### src/rtl/suma_pkg.sv
// Shared widths and FSM state type for the sequential 20-bit adder.
// Imported by suma_fmt and suma_secuencial.
package suma_pkg;

    localparam int OPW  = 20;
    localparam int SUMW = 21;
    localparam int BUSW = 32;

    typedef enum logic [2:0] {
        IDLE,
        LOAD1,
        LOAD2,
        ADD,
        OUT
    } suma_estado_t;

    // Widen a sum to the output bus with zero fill.
    function automatic logic [BUSW-1:0] ext_suma(
        input logic [SUMW-1:0] s
    );
        return {{(BUSW-SUMW){1'b0}}, s};
    endfunction

endpackage

### src/rtl/suma_fmt.sv
// Combinational operand formatter: 32-bit bus in, 20-bit value zero-extended out.
// Ports: entrada (raw bus), salida (formatted). Macro SUMA_SAT_EN selects saturation.
module suma_fmt
    import suma_pkg::*;
(
    input  logic [BUSW-1:0] entrada,
    output logic [BUSW-1:0] salida
);

    localparam logic [BUSW-1:0] MAXV = {{(BUSW-OPW){1'b0}}, {OPW{1'b1}}};

    logic [BUSW-1:0] truncado;

    assign truncado = {{(BUSW-OPW){1'b0}}, entrada[OPW-1:0]};

`ifdef SUMA_SAT_EN
    // Any bit above the operand width means the value does not fit.
    logic excede;

    assign excede = |entrada[BUSW-1:OPW];
    assign salida = excede ? MAXV : truncado;
`else
    logic unused_alto;

    assign unused_alto = ^{entrada[BUSW-1:OPW], MAXV};
    assign salida      = truncado;
`endif

endmodule

### src/rtl/suma_secuencial.sv
// Strobe-driven two-operand adder: capture numero1, numero2, optionally add and publish.
// Ports: clock, reset_n, validar, listosNumeros, numero1/2 in; numero1f/2f, sumatotal(f), recibido1/2 out.
module suma_secuencial
    import suma_pkg::*;
(
    input  logic            clock,
    input  logic            reset_n,
    input  logic            validar,
    input  logic            listosNumeros,
    input  logic [BUSW-1:0] numero1,
    input  logic [BUSW-1:0] numero2,
    output logic [BUSW-1:0] numero1f,
    output logic [BUSW-1:0] numero2f,
    output logic [SUMW-1:0] sumatotal,
    output logic [BUSW-1:0] sumatotalf,
    output logic            recibido1,
    output logic            recibido2
);

    suma_estado_t estado;
    suma_estado_t estado_sig;

    logic            validar_q;
    logic            inicio;
    logic            go;
    logic            go_sig;
    logic            cargar1;
    logic            cargar2;
    logic            sumar;
    logic            publicar;
    logic [BUSW-1:0] fmt1;
    logic [BUSW-1:0] fmt2;
    logic [SUMW-1:0] suma;

    suma_fmt u_fmt1 (
        .entrada (numero1),
        .salida  (fmt1)
    );

    suma_fmt u_fmt2 (
        .entrada (numero2),
        .salida  (fmt2)
    );

    // validar_q clears on reset, so a strobe held through release starts once.
    assign inicio = validar & ~validar_q;

    assign suma = SUMW'(numero1f[OPW-1:0])
                + SUMW'(numero2f[OPW-1:0]);

    always_comb begin
        estado_sig = estado;
        go_sig     = go;
        cargar1    = 1'b0;
        cargar2    = 1'b0;
        sumar      = 1'b0;
        publicar   = 1'b0;
        unique case (estado)
            IDLE: begin
                if (inicio) begin
                    go_sig     = listosNumeros;
                    estado_sig = LOAD1;
                end
            end
            LOAD1: begin
                cargar1    = 1'b1;
                estado_sig = LOAD2;
            end
            LOAD2: begin
                cargar2    = 1'b1;
                estado_sig = go ? ADD : IDLE;
            end
            ADD: begin
                sumar      = 1'b1;
                estado_sig = OUT;
            end
            OUT: begin
                publicar   = 1'b1;
                estado_sig = IDLE;
            end
            default: begin
                estado_sig = IDLE;
            end
        endcase
    end

    always_ff @(posedge clock or negedge reset_n) begin
        if (!reset_n) begin
            estado    <= IDLE;
            go        <= 1'b0;
            validar_q <= 1'b0;
        end else begin
            estado    <= estado_sig;
            go        <= go_sig;
            validar_q <= validar;
        end
    end

    // Acknowledge pulses are registered alongside the data they flag.
    always_ff @(posedge clock or negedge reset_n) begin
        if (!reset_n) begin
            numero1f   <= '0;
            numero2f   <= '0;
            sumatotal  <= '0;
            sumatotalf <= '0;
            recibido1  <= 1'b0;
            recibido2  <= 1'b0;
        end else begin
            recibido1 <= cargar1;
            recibido2 <= cargar2;
            if (cargar1) begin
                numero1f <= fmt1;
            end
            if (cargar2) begin
                numero2f <= fmt2;
            end
            if (sumar) begin
                sumatotal <= suma;
            end
            if (publicar) begin
                sumatotalf <= ext_suma(sumatotal);
            end
        end
    end

endmodule

### config.mk
export PLATFORM = sky130hd
export DESIGN_NAME = suma_secuencial
export DESIGN_NICKNAME = d
export VERILOG_FILES = /design/src/rtl/suma_pkg.sv /design/src/rtl/suma_fmt.sv /design/src/rtl/suma_secuencial.sv
export SDC_FILE = /design/constraint.sdc
export NUM_CORES = 1
export LEC_CHECK = 0
export ABC_AREA = 1
export CORE_MARGIN = 2
export CORE_UTILIZATION = 41
export DETAILED_ROUTE_END_ITERATION = 6
export PLACE_DENSITY = 0.78
export SKIP_LAST_GASP = 1
export SYNTH_ARGS = -nofsm -noshare
export SYNTH_HDL_FRONTEND = slang
export SYNTH_SLANG_ARGS = --single-unit
### constraint.sdc
create_clock -name clock -period 2.57 [get_ports clock]
set_input_delay 0.3855 -clock clock [delete_from_list [all_inputs] [get_ports clock]]
set_output_delay 0.3855 -clock clock [all_outputs]
set_load 0.03 [all_outputs]
# Word level (Yosys, flattened, before mapping)

Index checks and enable logic that the tools add are counted.

Register bits: 89
Latch bits: 0
Memory bits (writable): 0
ROM bits: 0
Input port bits: 68
Output and inout bits: 119
Logic and storage cells: 26
Memories: 0

Add/sub/neg operators: 1
Multiply operators: 0
Divide/modulo/power cells: 0
Order comparisons: 0
Equal/unequal tests: 5
Shifts and indexed selects: 0
Multiplexer cells: 7
Bitwise operators: 2
Reduce and logical (&&, ||, !) cells: 2

Operator list:

| kind                                                | count |
|---|---|
| adder 20 x 20 -> 21 bit                             | 1 |
| one-hot mux 3 bit (4 select lines)                  | 1 |
| equality test 3 x 2 -> 1 bit, second input constant | 2 |
| 2-to-1 mux 1 bit                                    | 4 |
| equality test 3 x 1 -> 1 bit, second input constant | 1 |
| equality test 3 bit, second input constant          | 1 |
| zero test 3 bit                                     | 1 |
| 2-to-1 mux 3 bit                                    | 1 |
| 2-to-1 mux 2 bit                                    | 1 |
| inequality test 2 bit, second input constant        | 1 |
| AND reduction 2 bit                                 | 1 |
| AND 1 bit                                           | 1 |
| inverter 1 bit                                      | 1 |

# Longest topological paths before layout

Depth after elaboration: 4
Depth in mapped cells: 13
Mapped depth without buffers: 13

# Hierarchy

From an unflattened synthesis, not the netlist that was laid out.

Cells, all modules: 727
Area total of the unflattened synthesis: 5940.7 um2

By module, submodules not included:

| module          | times used | cells an instance | area an instance (um2) | sequential area each (um2) |
|---|---|---|---|---|
| suma_secuencial | 1          | 661               | 5452.7                 | 2827.7 |
| suma_fmt        | 2          | 33                | 244.0                  | 0.0 |

# Least setup slack after synthesis

OpenSTA, ideal clock, no wires.

Path kind: register -> register
From: register numero1f[0]
To: register sumatotal[8]
Library setup time: 0.126 ns
Arrival: 1.878 ns
Required time: 2.444 ns
Path slack: 0.565 ns
Cell stages (with the launch flop): 10
Path buffers: 0
Clock period less this slack: 2.005 ns
Path through: dfrtp_1 > ha_1 > fa_1 > nand3_1 > nand3_1 > nand2_1 > nand2_1 > or2_2 > nand3_1 > o21ai_0

Cells in the longest elaborated chain, start to end: 1

RTL lines:

| element                  | RTL line               | RTL |
|---|---|---|
| start: declaration       | suma_secuencial.sv:12  | `output logic [BUSW-1:0] numero1f,` |
| start signal: assignment | suma_secuencial.sv:112 | `numero1f <= fmt1;` |
| adder 20 x 20 -> 21 bit  | suma_secuencial.sv:49  | `+ SUMW'(numero2f[OPW-1:0]);` |
| end signal: assignment   | suma_secuencial.sv:118 | `sumatotal <= suma;` |
| end: declaration         | suma_secuencial.sv:14  | `output logic [SUMW-1:0] sumatotal,` |

No other way between the ends.
A chain may end at the register's enable or synchronous reset.

# Worst setup path in the final report

From: register numero2f[0]
To: register sumatotal[8]

Cells in the longest elaborated chain, start to end: 1

RTL lines:

| element                  | RTL line               | RTL |
|---|---|---|
| start: declaration       | suma_secuencial.sv:13  | `output logic [BUSW-1:0] numero2f,` |
| start signal: assignment | suma_secuencial.sv:115 | `numero2f <= fmt2;` |
| adder 20 x 20 -> 21 bit  | suma_secuencial.sv:49  |  |

No other way between the ends.

==> summary by stage <==
Status
The flow ran to the end, and the final reports show no timing, DRC or antenna violations.

Timing
The maximum achievable frequency is 0.493 GHz. Setup total negative slack on the finished layout was measured at 0 ns. Clock skew on the completed layout was measured at 0.00557 ns. The number of slew-limit violations in the final report is 0. Dividing the final minimum period by the clock period gives 0.790. The worst slew margin relative to its limit is 0.550. The shortest period the worst path allows is 2.03 ns. Setup repair after global routing left no endpoint under its margin.

The final number of hold-violating endpoints is 0. The final-report setup violation count is 0. For the pin with the worst max-slew slack, the measured transition is 0.674 ns.

GRT
The first global-routing pass estimated 19200 um of wire. The maximum number of pins on one net before global-route repair is 50. The via count of the first global-routing pass was 3950. Across every metal layer, demand over resource in global routing totals 0.191. The leftover overflow at the end of global routing is 0. The number of antenna violations at the first check in global routing is 0.

Die
The number of rows created at floorplan is 39. The area of the die is 0.0124 mm^2. The placeable core region is 0.0113 mm^2.

The y dimension of the die is 111 um. Pin placement for this block handled 187 I/O pins. The initial utilization of the core area, before any placement, comes to 0.416. The die is 111 um wide.

Drt
The detailed router placed 4020 vias in this run. The total wire length is 11300 um. Using the TritonRoute via totals, the vias-per-cell ratio works out to 4.67.

For this run, design rule violations remaining after detail routing come to 0. The per-cell routed wire length is 13.2 um. The number of optimization iterations in the first detailed-route pass is 4. The remaining number of nets flagged by the antenna check after routing is 0. The first routing iteration left 181 violations.

Critical path
In this run the worst path has a maximum fanout of 4. The critical path is of the reg2reg type. The length in cells of the worst reg-to-reg path is 9. In this run the critical register-to-register path is captured at sumatotal[8]. Data on the critical path is required at its endpoint by 2.78 ns.

STA classifies the critical path endpoint as a flop. The worst register-to-register path has a setup slack of 0.54 ns. In this run the critical register-to-register path is launched from numero2f[0].

The type of element launching the critical path is a flop. For the worst setup path, the data arrival time is 2.24 ns.

Logic synthesis
Of all flip-flops after synthesis, the portion carrying an async set or reset was 1.00. The cell taking the most area after synthesis is sky130_fd_sc_hd__dfrtp_1. In this run, synthesis produced a sequential element count of 89. The most used flip-flop cell after synthesis is sky130_fd_sc_hd__dfrtp_1.

Of the post-synthesis cell area, the dominant cell type holds 0.472. By area the synthesized netlist is led by sky130_fd_sc_hd__dfrtp_1 (47%), sky130_fd_sc_hd__nand2_1 (20%), sky130_fd_sc_hd__buf_4 (5.7%), sky130_fd_sc_hd__ha_1 (5.3%), sky130_fd_sc_hd__inv_1 (3.6%). The post-synthesis instance area is 0.00471 mm^2. Yosys mapped the design onto 32 distinct sky130hd cell types. Counting every instance in the synthesized netlist gives 585.

The number of enable flip-flop cells after synthesis is 0. Of the synthesized area, sequential elements account for 0.472. The count of warnings emitted by yosys is 0. Averaged over all synthesized cells, the footprint is 8.06 um^2.

Power and ir drop
Overall power consumption after layout is estimated at 9.80 mW. VDD sags by at most 0.727 mV. The power density relative to cell area is 1560 mW/mm^2. The total leakage power is 3.19 nW.

Clock network
The count of hold buffers inserted by post-cts repair is 0. The clock sink total is 89. TritonCTS built the clock tree. The number of setup buffers added after CTS is 0. The clock reaches the later pin of the worst-skew pair after 0.33 ns. The CTS H-tree depth is 3. The number of buffers between clock root and the deepest sink is 2. The clock-pin slew of the registers on the worst-case setup and hold paths is 0.06 ns. In this run, CTS created clock tree buffers numbering 9. The post-cts repair resize count is 0. The cell chosen for the clock root is sky130_fd_sc_hd__clkbuf_16.

Finish
The post-layout utilization of the core is 0.555. The signed area change from the synthesized netlist to the final layout is 33.2%. With fillers left out, the area of the finished cells amounts to 0.00628 mm^2.

The total inserted antenna cells is 0. Excluding fillers, the count of instances in the completed layout stands at 860. The net count of the finished layout is 801. The share of final-layout standard cells stronger than drive strength 1 is 0.0488.

Placement
Once detailed placement completed, the half-perimeter wirelength came to 8990 um. The cell area after placement is 0.00601 mm^2. After detailed placement, the design holds a cell count of 844.

The count of buffers added on input and output ports is 127. Routability-driven placement finished with a final weighted congestion of 0.851.

Run
Max-cap violations in this run came to 0.

Hold path
The path category of the worst min-delay check is in2async.
## registers in the layout, indices dropped and copies added (netlist names)
signal	count
recibido1	1
numero2f	20
sumatotal	21
numero1f	20
sumatotalf	21
estado	3
validar_q	1
go	1
recibido2	1
## per-layer routing
layer,GRT usage,share of wire,vias up,wire length [um]
li1,-,-,2028,-
met1,0.263,0.48,1844,5410
met2,0.303,0.46,131,5190
met3,0.0432,0.049,17,558
met4,0.0576,0.016,0,184
met5,0,0,-,0
## metrics by stage
stage	worst slack [ns]	hold slack, ns
2_1_floorplan	0.565	0.0899
3_3_place_gp	0.576	0.388
3_5_place_dp	0.555	0.398
4_1_cts	0.538	0.0439
5_1_grt	0.402	0.0593
6_report	0.541	0.0307
## how the worst max path moves through the flow
stage           startpoint           end  slack (ns)  cells past startpoint
2_1_floorplan  numero1f[0]  sumatotal[8]        0.57                      9
3_3_place_gp   numero2f[0]  sumatotal[8]        0.58                      9
3_5_place_dp   numero1f[0]  sumatotal[8]        0.56                      9
4_1_cts        numero1f[0]  sumatotal[8]        0.54                      9
5_1_grt        numero2f[0]  sumatotal[8]        0.40                      9
6_report       numero2f[0]  sumatotal[8]        0.54                      9
## cell families (layout without fill, tap and decap cells)
kind of cell | after synthesis | count (layout) | share of synthesized area
adder cells (fa/ha/maj) | 21 | 21 | 0.0573
AO/OA/AOI/OAI | 45 | 45 | 0.0502
AND/OR/NAND/NOR | 314 | 314 | 0.270
other | 1 | 35 | 0.000795
flip-flops | 89 | 89 | 0.472
buffers and inverters | 96 | 194 | 0.107
multiplexers | 14 | 14 | 0.0334
XOR/XNOR | 5 | 5 | 0.00929
## critical path: stages (launching register included)
cell and delay (ns):
sky130_fd_sc_hd__dfrtp_1 0.42, sky130_fd_sc_hd__ha_1 0.23, sky130_fd_sc_hd__fa_1 0.40, sky130_fd_sc_hd__nand3_1 0.13, sky130_fd_sc_hd__nand3_1 0.11, sky130_fd_sc_hd__nand2_1 0.08, sky130_fd_sc_hd__nand2_1 0.10, sky130_fd_sc_hd__or2_2 0.28
sky130_fd_sc_hd__nand3_1 0.07, sky130_fd_sc_hd__o21ai_0 0.08
## cells in the mapped netlist, types with 4 or more instances
cell type and number:
sky130_fd_sc_hd__nand3_1 25, sky130_fd_sc_hd__o21ai_0 20, sky130_fd_sc_hd__nand3b_1 4, sky130_fd_sc_hd__inv_1 45, sky130_fd_sc_hd__mux2_2 8, sky130_fd_sc_hd__dfrtp_1 89, sky130_fd_sc_hd__a21oi_1 18, sky130_fd_sc_hd__ha_1 20
sky130_fd_sc_hd__nor2_1 26, sky130_fd_sc_hd__buf_2 6, sky130_fd_sc_hd__nand2_1 246, sky130_fd_sc_hd__mux2_1 6, sky130_fd_sc_hd__buf_4 36, sky130_fd_sc_hd__clkbuf_1 7
## where the power goes
part	switching [mW]	total, mW	internal (mW)
Clock	0.499	1.20	0.703
Sequential	0.551	2.64	2.09
Combinational	3.67	5.95	2.28
## final cells by class
cell class | instances | area, um^2
clock buffers | 13 | 260
clock inverters | 3 | 15.0
fillers | 1068 | 5040
inverters | 47 | 176
multi-input cells | 434 | 2110
flip-flops and latches | 89 | 2230
well taps | 143 | 179
repair buffers | 131 | 1310
## cells in the final DEF, fill, tap and decap left out, types with 3 or more instances in the layout
cell,netlist,routed
sky130_fd_sc_hd__o21ai_0,20,20
sky130_fd_sc_hd__mux2_1,6,6
sky130_fd_sc_hd__clkinv_2,0,3
sky130_fd_sc_hd__conb_1,1,35
sky130_fd_sc_hd__ha_1,20,20
sky130_fd_sc_hd__dfrtp_1,89,89
sky130_fd_sc_hd__clkbuf_16,0,9
sky130_fd_sc_hd__mux2_2,8,8
sky130_fd_sc_hd__clkdlybuf4s50_1,0,126
sky130_fd_sc_hd__buf_4,36,4
sky130_fd_sc_hd__inv_1,45,45
sky130_fd_sc_hd__nand2_1,246,246
sky130_fd_sc_hd__nand3b_1,4,4
sky130_fd_sc_hd__nand3_1,25,25
sky130_fd_sc_hd__xor2_1,3,3
sky130_fd_sc_hd__nor2_1,26,26
sky130_fd_sc_hd__o21bai_1,3,3
sky130_fd_sc_hd__a21oi_1,18,18
Note: power is estimated with default switching activity, not from simulation.
==> patch 1 (same flow settings) <==
The output `recibido1` loses its register stage (`recibido1` becomes a continuous assignment).
--- a/src/rtl/suma_secuencial.sv
+++ b/src/rtl/suma_secuencial.sv
@@ -103,10 +103,8 @@
             numero2f   <= '0;
             sumatotal  <= '0;
             sumatotalf <= '0;
-            recibido1  <= 1'b0;
             recibido2  <= 1'b0;
         end else begin
-            recibido1 <= cargar1;
             recibido2 <= cargar2;
             if (cargar1) begin
                 numero1f <= fmt1;
@@ -123,5 +121,7 @@
         end
     end
 
+    assign recibido1 = cargar1;
+
 endmodule
 
Behaviour: not the same (Yosys sat finds a counterexample within 4 cycles, from zero or initial values and one cycle with reset_n low).
==> patch 1 against the original RTL <==
  * The flow now finishes with violations (hold timing)
  * Setup slack gained 0.021 ns
  * Final area down 0.20%
  * Routed wire length hardly changed
  * Area after synthesis fell by 0.53%
  * Highest routed layer unchanged
  * Die area down 0.51%
  * Sequential cell count decreased by 1
  * Global-route usage decreased by 0.38 points
  * Power rose by 0.28%
  * Critical endpoint unchanged
==> patch 1: results (changes against the original RTL) <==
| Metric | Value |
|---|---|
| DP Area | 0.00599 mm2 (-0.33%) |
| Worst Path Arrival | 2.22 ns (-0.02 ns) |
| H-tree levels | 3 (unchanged) |
| Worst Setup Slack post-DPL | 0.555 ns (+0.0000140 ns) |
| Clock transition at the registers of the reported paths | 0.06 ns (about the same) |
| Vias in the first global route | 3793 (-4.0%) |
| GP Congestion | 0.909 (+6.8%) |
| Status | finished, violations left |
| CTS Buf Count | 9 (unchanged) |
| Iteration count of the initial detailed-routing pass | 6 (+2) |
| Top post-synthesis cells by area | dfrtp_1 47%, nand2_1 20%, buf_4 5.8% |
| CTS max path bufs | 2 (unchanged) |
| Average cell area after synthesis | 8.03 um2 (-0.36%) |
| Post-Synth Adder-Cell Area | 5.76% (+0.031 points) |
| Failing checks | hold timing |
| Initial DRC count | 148 (-18%) |
| Post-synthesis xor/xnor area fraction | 0.934% (+0.0050 points) |
| Layout cells sized above 1 | 4.88% (unchanged) |
| Antenna-violating nets left | 0 (unchanged) |
| Nets@finish | 801 (unchanged) |
| P_leak | 3.18 nW (-0.37%) |
| Syn. warnings | 0 (unchanged) |
| Sequential-to-total area share from yosys stat | 47.0% (-0.28 points) |
| Maximum VDD drop | 0.641 mV (-12%) |
| Crit Path Max Fanout | 4 (unchanged) |
| Final Hold Fails | 2 (+2) |
| Compound-Gate Fraction of Synth Area | 5.04% (+0.027 points) |
| Largest net degree at the start of global routing | 54 (+8.0%) |
| Worst Hold Class | input pin to asynchronous set/reset pin |
| Ys flop type | dfrtp_1 |
| Initial antenna violation count | 0 (unchanged) |
| Skew final | 0.00749 ns (+0.00192 ns) |
| Post-DP HPWL | 8.98 mm (-0.13%) |
| Routed len/inst | 13.2 um (about the same) |
| Synth cell count leaders | 246 x nand2_1, 88 x dfrtp_1, 45 x inv_1, 36 x buf_4, 26 x nor2_1 |
| First-pass GRT wire length | 18.5 mm (-3.5%) |
| Number of buffers added on ports | 127 (unchanged) |
| Post-cts gate resize count | 0 (unchanged) |
| Post-CTS Setup Bufs | 0 (unchanged) |
| Clock network latency to the later pin of the worst-skew pair | roughly 0.34 ns |
| Post-synthesis mux area share | 3.36% (+0.018 points) |
| Post-synth cell types | 32 (unchanged) |
| Top flop regs | sumatotal: 21 flops, sumatotalf: 21 flops |
| N_diodes | 0 (unchanged) |
| GRT Total Usage | 18.7% (-0.38 points) |
| Number of synthesized flops with an enable pin | 0 (unchanged) |
| Worst-Margin Slew | 0.634 ns (-0.0398 ns) |
| Finished Layout Cells | 860 (unchanged) |
| Hold Slack | -0.00111 ns (-0.0318 ns) |
| Dpl cells | 844 (unchanged) |
| Async SR Flop Fraction | 100% (unchanged) |
| CTS root buffer | clkbuf_16 |
| Vias per cell | 4.71 (+0.85%) |
patch 1: changes by cell type after synthesis:
| cell | delta |
|---|---|
| dfrtp_1 | -1 |
patch 1: report_power, final:
group	switching, mW	internal [mW]	leakage [nW]
clock network	0.500	0.753	0.134
registers	0.537	2.07	1.07
logic	3.68	2.29	1.97
patch 1: logic make-up after synthesis:
kind of cell / Yosys count
simple gates: 314
buf+inv: 96
flops: 88
compound gates: 45
fa+ha+maj: 21
mux: 14
xor+xnor: 5
other cells: 1
patch 1: per-layer routing:
metal  vias up  routed length (um)  track usage [%]
li1       2024                   -                -
met1      1888                5260             24.7
met2       120                5200             30.7
met3        22                 578             2.62
met4         0                 308             8.42
met5         -                   0                0
patch 1: final cells by class:
cell class | instances | area, um2
Fill cell | 1078 | 5000
Sequential cell | 88 | 2200
Multi-Input combinational cell | 434 | 2110
Timing Repair Buffer | 132 | 1320
Clock buffer | 13 | 240
Tap cell | 143 | 179
Inverter | 47 | 176
Clock inverter | 3 | 42.5
patch 1: path summary, 6_finish.rpt:
check / depth (start not counted) / from / slack [ns] / to
min in group clock: 2 / sumatotalf[4] / 0.49 / sumatotalf[4]
setup / recovery: 9 / numero1f[0] / 0.56 / sumatotal[8]
hold / removal: 1 / reset_n / -0.001 / numero2f[5]
setup reg to reg: 9 / numero1f[0] / 0.56 / sumatotal[8]
max in group asynchronous: 2 / reset_n / 1.92 / sumatotalf[14]
hold reg to reg: 2 / sumatotalf[4] / 0.49 / sumatotalf[4]
patch 1: critical path: stages (launching register included):
cell and delay, ns:
dfrtp_1 0.40, ha_1 0.24, fa_1 0.41, nand3_1 0.12, nand3_1 0.11, nand2_1 0.09, nand2_1 0.09, or2_2 0.28
nand3_1 0.07, o21ai_0 0.07
==> patch 2 (same settings) <==
Without the edit above. The option `SUMA_SAT_EN` is turned on by a define.
--- a/src/rtl/suma_fmt.sv
+++ b/src/rtl/suma_fmt.sv
@@ -1,5 +1,7 @@
 // Combinational operand formatter: 32-bit bus in, 20-bit value zero-extended out.
 // Ports: entrada (raw bus), salida (formatted). Macro SUMA_SAT_EN selects saturation.
+`define SUMA_SAT_EN
+
 module suma_fmt
     import suma_pkg::*;
 (
Formal check against the unedited RTL: not equivalent (a bounded check fails within 4 cycles, from zero or initial values and one cycle with reset_n low).
==> patch 2 against the original RTL <==
  * Maximum frequency is 1.9% higher
  * Sequential cell count stayed put
  * Final area is 9.4% higher
  * Setup slack better by 0.039 ns
  * Routed wire length is 8.3% higher
  * Non-clock buffer count is 26 higher
  * Area after synthesis is 7.6% higher
  * Critical endpoint is now sumatotal[20]
Power is not compared: it rests on default switching activity, and its combinational part moved more than twofold at a synthesized area within 25%.
==> patch 2: results (changes against the original RTL) <==
| Metric | Value |
|---|---|
| Hold_buf cts | 0 (unchanged) |
| Finished Layout Cells | 932 (+8.4%) |
| R2R Path End | sumatotal[20] |
| Skew final | 0.00703 ns (+0.00146 ns) |
| Post-cts gate resize count | 0 (unchanged) |
| Initial DRC count | 171 (-5.5%) |
| Top flop regs | sumatotal: 21 flops, sumatotalf: 21 flops |
| Status | completed |
| Synth cell count leaders | 149 x nand2_1, 89 x dfrtp_1, 77 x inv_1, 47 x nor2_1, 42 x o21ai_0 |
| Cells after Synth | 610 (+4.3%) |
| Syn. warnings | 0 (unchanged) |
| Startpoint Class | flop |
| Worst-Margin Slew | 0.694 ns (+0.0197 ns) |
| Maximum VDD drop | roughly 0.34 mV |
| Number of buffers added on ports | 151 (+19%) |
| First-pass GRT wire length | 20.1 mm (+4.7%) |
| Clock network latency to the later pin of the worst-skew pair | 0.33 ns (about the same) |
| Post-synth cell types | 32 (unchanged) |
| Multi-input gate area in the final layout | 0.00229 mm2 (+8.4%) |
| Nets@finish | 849 (+6.0%) |
| Layout cells sized above 1 | 6.15% (+1.3 points) |
| Dpl cells | 917 (+8.6%) |
| Max stage delay on crit path | 0.44 ns (+0.02 ns) |
| Top delay family on crit path | adder cells |
| CTS max path bufs | 2 (unchanged) |
| Grt ovf | 0 (unchanged) |
| Worst Hold Class | input pin to asynchronous set/reset pin |
| Top post-synthesis cells by area | dfrtp_1 44%, nand2_1 11%, inv_1 5.7% |
| Worst reg2reg setup slack | 0.58 ns (+0.04 ns) |
| N_diodes | 0 (unchanged) |
| Sequential-to-total area share from yosys stat | 43.9% (-3.3 points) |
| DP Area | 0.00659 mm2 (+9.8%) |
| Initial antenna violation count | 0 (unchanged) |
| Worst Setup Slack post-DPL | 0.533 ns (-0.0220 ns) |
| R2r startpoint | numero1f[0] |
| Slowest CP cell | fa_1 |
| Largest net degree at the start of global routing | 54 (+8.0%) |
| GP Congestion | 0.853 (+0.23%) |
| Vias per cell | 4.64 (-0.77%) |
| GRT Total Usage | 19.2% (+0.082 points) |
| Crit Path Max Fanout | 3 (-1) |
| Worst Path Arrival | 2.20 ns (-0.04 ns) |
| Routed len/inst | 13.2 um (about the same) |
| Hold Slack | 0.0862 ns (+0.0556 ns) |
| # fillers | 1112 (+4.1%) |
| CTS Buf Count | 9 (unchanged) |
| R2R depth | 10 (+1) |
| Post-DP HPWL | 9.58 mm (+6.5%) |
| Iteration count of the initial detailed-routing pass | 4 (unchanged) |
| Vias in the first global route | 4091 (+3.6%) |
| P_leak | approximately 2.8 nW |
| Async SR Flop Fraction | 100% (unchanged) |
[patch 2: cell types whose count changed after synthesis, moves of 7 or more]
cell / before / now
nand3b_1: 4 / 26
inv_1: 45 / 77
nand2_1: 246 / 149
o21ai_1: 2 / 12
mux2_2: 8 / 15
nor2_1: 26 / 47
o21ai_0: 20 / 42
[patch 2: worst max-delay path by stage]
| stage | end | slack [ns] |
|---|---|---|
| after CTS | sumatotal[20] | 0.56 |
| after global routing | sumatotal[20] | 0.30 |
| final | sumatotal[20] | 0.58 |
| after detailed placement | numero2f[9] | 0.53 |
| after floorplan | sumatotal[16] | 0.66 |
| after global placement | numero2f[10] | 0.55 |
[patch 2: report_power, final]
group / switching, mW / internal (mW)
clock network: 0.504 / 0.743
registers: 0.233 / 1.74
logic: 1.28 / 0.899
[patch 2: kinds of logic after synthesis]
family,synth area share [%]
adder cells (fa/ha/maj),5.33
other,0.0739
flip-flops,43.9
buffers and inverters,13.4
AND/OR/NAND/NOR,23.6
multiplexers,4.22
AO/OA/AOI/OAI,8.02
XOR/XNOR,1.38
[patch 2: metal layers]
| metal | track usage, % | part of all wire (%) | wire (um) |
|---|---|---|---|
| met5 | 0 | 0 | 0 |
| met4 | 6.43 | 1.8 | 218 |
| met3 | 3.06 | 6.3 | 779 |
| met2 | 31.0 | 45 | 5550 |
| met1 | 26.4 | 47 | 5730 |
[patch 2: layout make-up]
class                           instances  area share (%)
Sequential cell                        89            32.4
Clock inverter                          4           0.656
Timing Repair Buffer                  157            22.8
Clock buffer                           11            3.39
Tap cell                              168            3.06
Multi-Input combinational cell        424            33.3
Inverter                               79            4.35
